$ cat src/rtl/plic_claim_complete.sv
// PLIC pending/in-service tracking, priority arbitration and the claim/complete register.
// Define PLIC_EDGE_TRIG_EN for rising-edge request sources with one-deep deferral while in service.
module plic_claim_complete #(
  parameter int unsigned N_interrupts = 32,
  parameter int unsigned ID_W         = 10
) (
  input  logic                    clk,
  input  logic                    n_rst,
  input  logic [N_interrupts-1:0] interrupt_requests,
  input  logic [N_interrupts-1:0] interrupt_masks,
  input  logic [31:0]             interrupt_priority_regs [N_interrupts],
  input  logic [31:0]             claim_complete_addr,
  input  logic [31:0]             addr,
  input  logic                    ren,
  input  logic                    wen,
  input  logic [31:0]             wdata,
  output logic [31:0]             rdata,
  output logic                    addr_valid,
  output logic                    interrupt_service_request,
  output logic [N_interrupts-1:0] interrupt_pending
);

  localparam int unsigned N = N_interrupts;

  logic [N-1:0]    pending_q, pending_d;
  logic [N-1:0]    in_service_q, in_service_d;
  logic [N-1:0]    claim_vec, comp_vec, claim_hit, comp_hit, pend_set;
  logic [ID_W-1:0] best_id_q, best_id;
  logic [31:0]     best_prio;
  logic            found;
  logic            irq_q;
  logic            claim, complete;

`ifdef PLIC_EDGE_TRIG_EN
  logic [N-1:0] req_q, deferred_q, deferred_d, rise, defer_hit;
`endif

  assign addr_valid = (addr == claim_complete_addr);
  assign claim      = addr_valid & ren & ~wen & (best_id_q != '0);
  assign complete   = addr_valid & wen;
  assign rdata      = (addr_valid & ren) ? 32'(best_id_q) : 32'd0;

  assign interrupt_service_request = irq_q;
  assign interrupt_pending         = pending_q;

  // Highest unsigned priority among unmasked pending sources; strict > keeps the lowest ID on ties.
  always_comb begin
    best_prio = '0;
    best_id   = '0;
    found     = 1'b0;
    for (int unsigned i = 0; i < N; i++) begin
      if (pending_q[i] && !interrupt_masks[i] &&
          (!found || interrupt_priority_regs[i] > best_prio)) begin
        found     = 1'b1;
        best_prio = interrupt_priority_regs[i];
        best_id   = ID_W'(i + 1);
      end
    end
  end

  // One-hot decode of the claimed ID and the written complete ID.
  always_comb begin
    claim_vec = '0;
    comp_vec  = '0;
    for (int unsigned i = 0; i < N; i++) begin
      claim_vec[i] = claim && (best_id_q == ID_W'(i + 1));
      comp_vec[i]  = complete && (wdata == 32'(i + 1));
    end
  end

  always_comb begin
    claim_hit = claim_vec & pending_q;
    comp_hit  = comp_vec & in_service_q;
`ifdef PLIC_EDGE_TRIG_EN
    rise       = interrupt_requests & ~req_q;
    defer_hit  = deferred_q | (rise & in_service_q);
    deferred_d = defer_hit & ~comp_hit;
    pend_set   = (rise & ~pending_q & ~in_service_q) | (defer_hit & comp_hit);
`else
    pend_set   = interrupt_requests & ~pending_q & ~in_service_q;
`endif
    pending_d    = (pending_q | pend_set) & ~claim_hit;
    in_service_d = (in_service_q | claim_hit) & ~comp_hit;
  end

  always_ff @(posedge clk or negedge n_rst) begin
    if (!n_rst) begin
      pending_q    <= '0;
      in_service_q <= '0;
      best_id_q    <= '0;
      irq_q        <= 1'b0;
    end else begin
      pending_q    <= pending_d;
      in_service_q <= in_service_d;
      best_id_q    <= best_id;
      irq_q        <= (best_id != '0);
    end
  end

`ifdef PLIC_EDGE_TRIG_EN
  always_ff @(posedge clk or negedge n_rst) begin
    if (!n_rst) begin
      req_q      <= '0;
      deferred_q <= '0;
    end else begin
      req_q      <= interrupt_requests;
      deferred_q <= deferred_d;
    end
  end
`endif

endmodule
$ cat config.mk
export PLATFORM = sky130hd
export DESIGN_NAME = plic_claim_complete
export DESIGN_NICKNAME = d
export VERILOG_FILES = /design/src/rtl/plic_claim_complete.sv
export SDC_FILE = /design/constraint.sdc
export NUM_CORES = 2
export LEC_CHECK = 0
export ABC_AREA = 0
export ABC_CLOCK_PERIOD_IN_PS = 262900
export BUFFER_PORTS_ARGS = -buffer_cell sky130_fd_sc_hd__buf_2
export CORE_AREA = 2 2 483 485
export DETAILED_ROUTE_END_ITERATION = 8
export DIE_AREA = 0 0 485 487
export PLACE_DENSITY = 0.42
export SYNTH_ARGS = -nofsm -noshare
export SYNTH_HDL_FRONTEND = slang
export SYNTH_SLANG_ARGS = --single-unit
export TNS_END_PERCENT = 50
$ cat constraint.sdc
create_clock -name clk -period 262.9 [get_ports clk]
set_input_delay 13.145 -clock clk [delete_from_list [all_inputs] [get_ports clk]]
set_output_delay 13.145 -clock clk [all_outputs]
set_load 0.01 [all_outputs]
==> results.toml <==
[status]
status = "completed"

[clocking]
insertion_delay_ps = 380
cts_resized = 0
path_clk_slew_ps = 70
cts_setup_buffers = 0
cts_made_buffers = 9
clock-root-buffer = "clkbuf_16"
tritoncts = "built"
cts_max_level = 3
holdBufCountCts = 0
clockBufferDepth = 2
cts_sinks = 71

[worst_hold_path]
worst_hold_path_type = "flip-flop to flip-flop"

[yosys]
syn_area_sq_um = 41500
ys_async_sr_fraction_pct = 100
syn_area_per_cell_sq_um = 7.16
synth_ff_type = "dfrtp_1"
synth_edf_count = 0
yosys_warnings = 0
ys_types = 105
synthCells = 5796
ys_seq_area_share_pct = 4.28
synth_seq_cells = 71

[timing]
finalCriticalPeriod_ps = 114780
relSlewSlack_pct = 20.4
max_freq_ghz = 0.00871
period_share_pct = 43.7
hold_viol = 0
final-setup-viol-count = 0
setup_tns_ps = 0
worst_pin_slew_ps = 1190
drv_slew = 0
rsz0062_at_grt = "no"
fin_worst_skew_ps = 7.57

[die]
dieArea_sq_um = 236000
initial_core_util_pct = 17.9
fp.dieW_um = 485
dieHeight_um = 487
core-area_sq_um = 231000
ios = 1254
rows = 177

[global_route]
grt_pass1_vias = 47600
track_usage_pct = 22.0
grt-ovfl-total = 0
grt_pass1_wl_mm = 370
grt_max_degree = 85
antenna_found_initial = 171

[critical_path]
critPathCaptureType = "flip-flop"
crit_fanout = 84
required_ps = 263130
critical_path.startpoint_type = "primary input"
critical_path_class = "primary input to flip-flop"
arrival_ps = 115010
critPathMaxStageDelay_ps = 940
slowest_stage = "a31o_2"
cpMostUsedCell = "a21oi_1"

[route]
wl_per_cell_um = 27.4
met1_length_mm = 120
drc = 0
finalWirelength_mm = 273
met2_length_mm = 126
wl_met3_mm = 19.5
drtAntennaViolNets = 0
drtPass1Iterations = 6
highest_layer = "met5"
initialDrtViolationCount = 3541
vias = 49500
viasPerCell = 4.96

[placed_design]
placed_cell_area_sq_um = 51000
dpl.hpwl_mm = 250
routabilityCongestion = 0.997
port-buffer-count = 1227

[layout]
design_area_sq_um = 51500
nFillCells = 26200
area_growth_pct = 24.1
drive_gt1_share_pct = 21.6
finalNetCount = 9021

[run]
drv_cap = 0
==> logic make-up (layout without fill, tap and decap cells) <==
kind of cell	after synthesis	count (layout)	synth area share, %
buf+inv	740	1789	7.08
fa+ha+maj	969	969	29.2
simple gates	1793	1793	21.5
mux	326	326	8.19
compound gates	1853	1853	28.8
flops	71	71	4.28
other cells	1	81	0.00904
xor+xnor	43	43	0.907
==> worst max-delay path: cells and delay by family <==
family	cells	cell delay, ps
compound gates	258	52810
simple gates	161	20660
buf+inv	43	13650
fa+ha+maj	31	9270
mux	11	4710
==> per-stage QoR <==
| step | hold slack, ps | worst slack (ps) | cells | util (%) |
|---|---|---|---|---|
| after global routing | 495 | 139820 | 9933 | 22.2 |
| after global placement | 459 | 150410 | 9897 | 22.0 |
| after floorplan | 440 | 164900 | 5821 | - |
| final | 473 | 148120 | 9968 | 22.2 |
| after CTS | 475 | 149460 | 9913 | 22.2 |
| after detailed placement | 466 | 149490 | 9897 | 22.0 |
==> placed cells by master (no fill, tap or decap), types with 32 or more instances in the layout <==
master and instances:
o211a_1 37, a21oi_1 482, and3_1 32, and2_1 47, o21ai_0 406, mux2i_1 218
dfrtp_1 71, xor2_1 35, a211oi_1 36, diode_2 55, o21bai_1 34, nand4_1 195
o211ai_1 61, nor4_1 38, mux2_2 107, nor3_1 83, nor2b_1 154, a21o_1 248
inv_1 494, a31oi_1 122, buf_4 53, nor2_1 395, nand3_1 124, o21a_1 145
ha_1 968, nand2_1 470, nand2b_1 135, o31a_1 36, buf_2 1226
==> sequential cells by signal, summed over array words and instances, names as in the netlist <==
register                   flops
interrupt_pending             32
interrupt_service_request      1
best_id_q                      6
in_service_q                  32
==> worst paths after layout <==
path	from	end	slack, ps	depth (start not counted)
min	in_service_q[31]	in_service_q[31]	470	1
min in group asynchronous	n_rst	in_service_q[8]	12610	1
max	interrupt_masks[0]	interrupt_service_request	148120	504
max reg2reg	interrupt_pending[0]	interrupt_service_request	160170	503
max in group asynchronous	n_rst	in_service_q[16]	249140	2
min reg2reg	in_service_q[31]	in_service_q[31]	470	1
==> synth_stat cells, types with 122 or more instances <==
cell type | number | area, sq um
a21o_1 | 248 | 1860
a21oi_1 | 486 | 2430
nand4_1 | 195 | 1220
inv_1 | 494 | 1850
nand2_1 | 471 | 1770
mux2i_1 | 218 | 2180
ha_1 | 968 | 12100
nand3_1 | 126 | 631
a31oi_1 | 122 | 763
nor2_1 | 399 | 1500
nor2b_1 | 156 | 976
o21ai_0 | 407 | 2040
nand2b_1 | 135 | 845
clkbuf_1 | 174 | 653
o21a_1 | 145 | 1090
==> per-layer routing <==
layer	vias to the layer above	GRT usage (%)
met2	1919	36.8
met5	-	0
met3	354	4.54
li1	23600	-
met1	23500	28.5
met4	112	5.62
==> cell type report <==
type                    count  area (sq um)  share of cell area, %
clock inverters             7           100                  0.194
flip-flops and latches     71          1780                   3.45
inverters                 494          1850                   3.60
multi-input cells        5010         37000                   72.0
repair buffers           1279          6530                   12.7
well taps                3043          3810                   7.40
clock buffers               9           225                  0.437
diodes                     55           138                  0.267
Power is left out: the tool's default activity adds up to more than one toggle a clock period on the data nets, which glitch-free logic cannot reach.
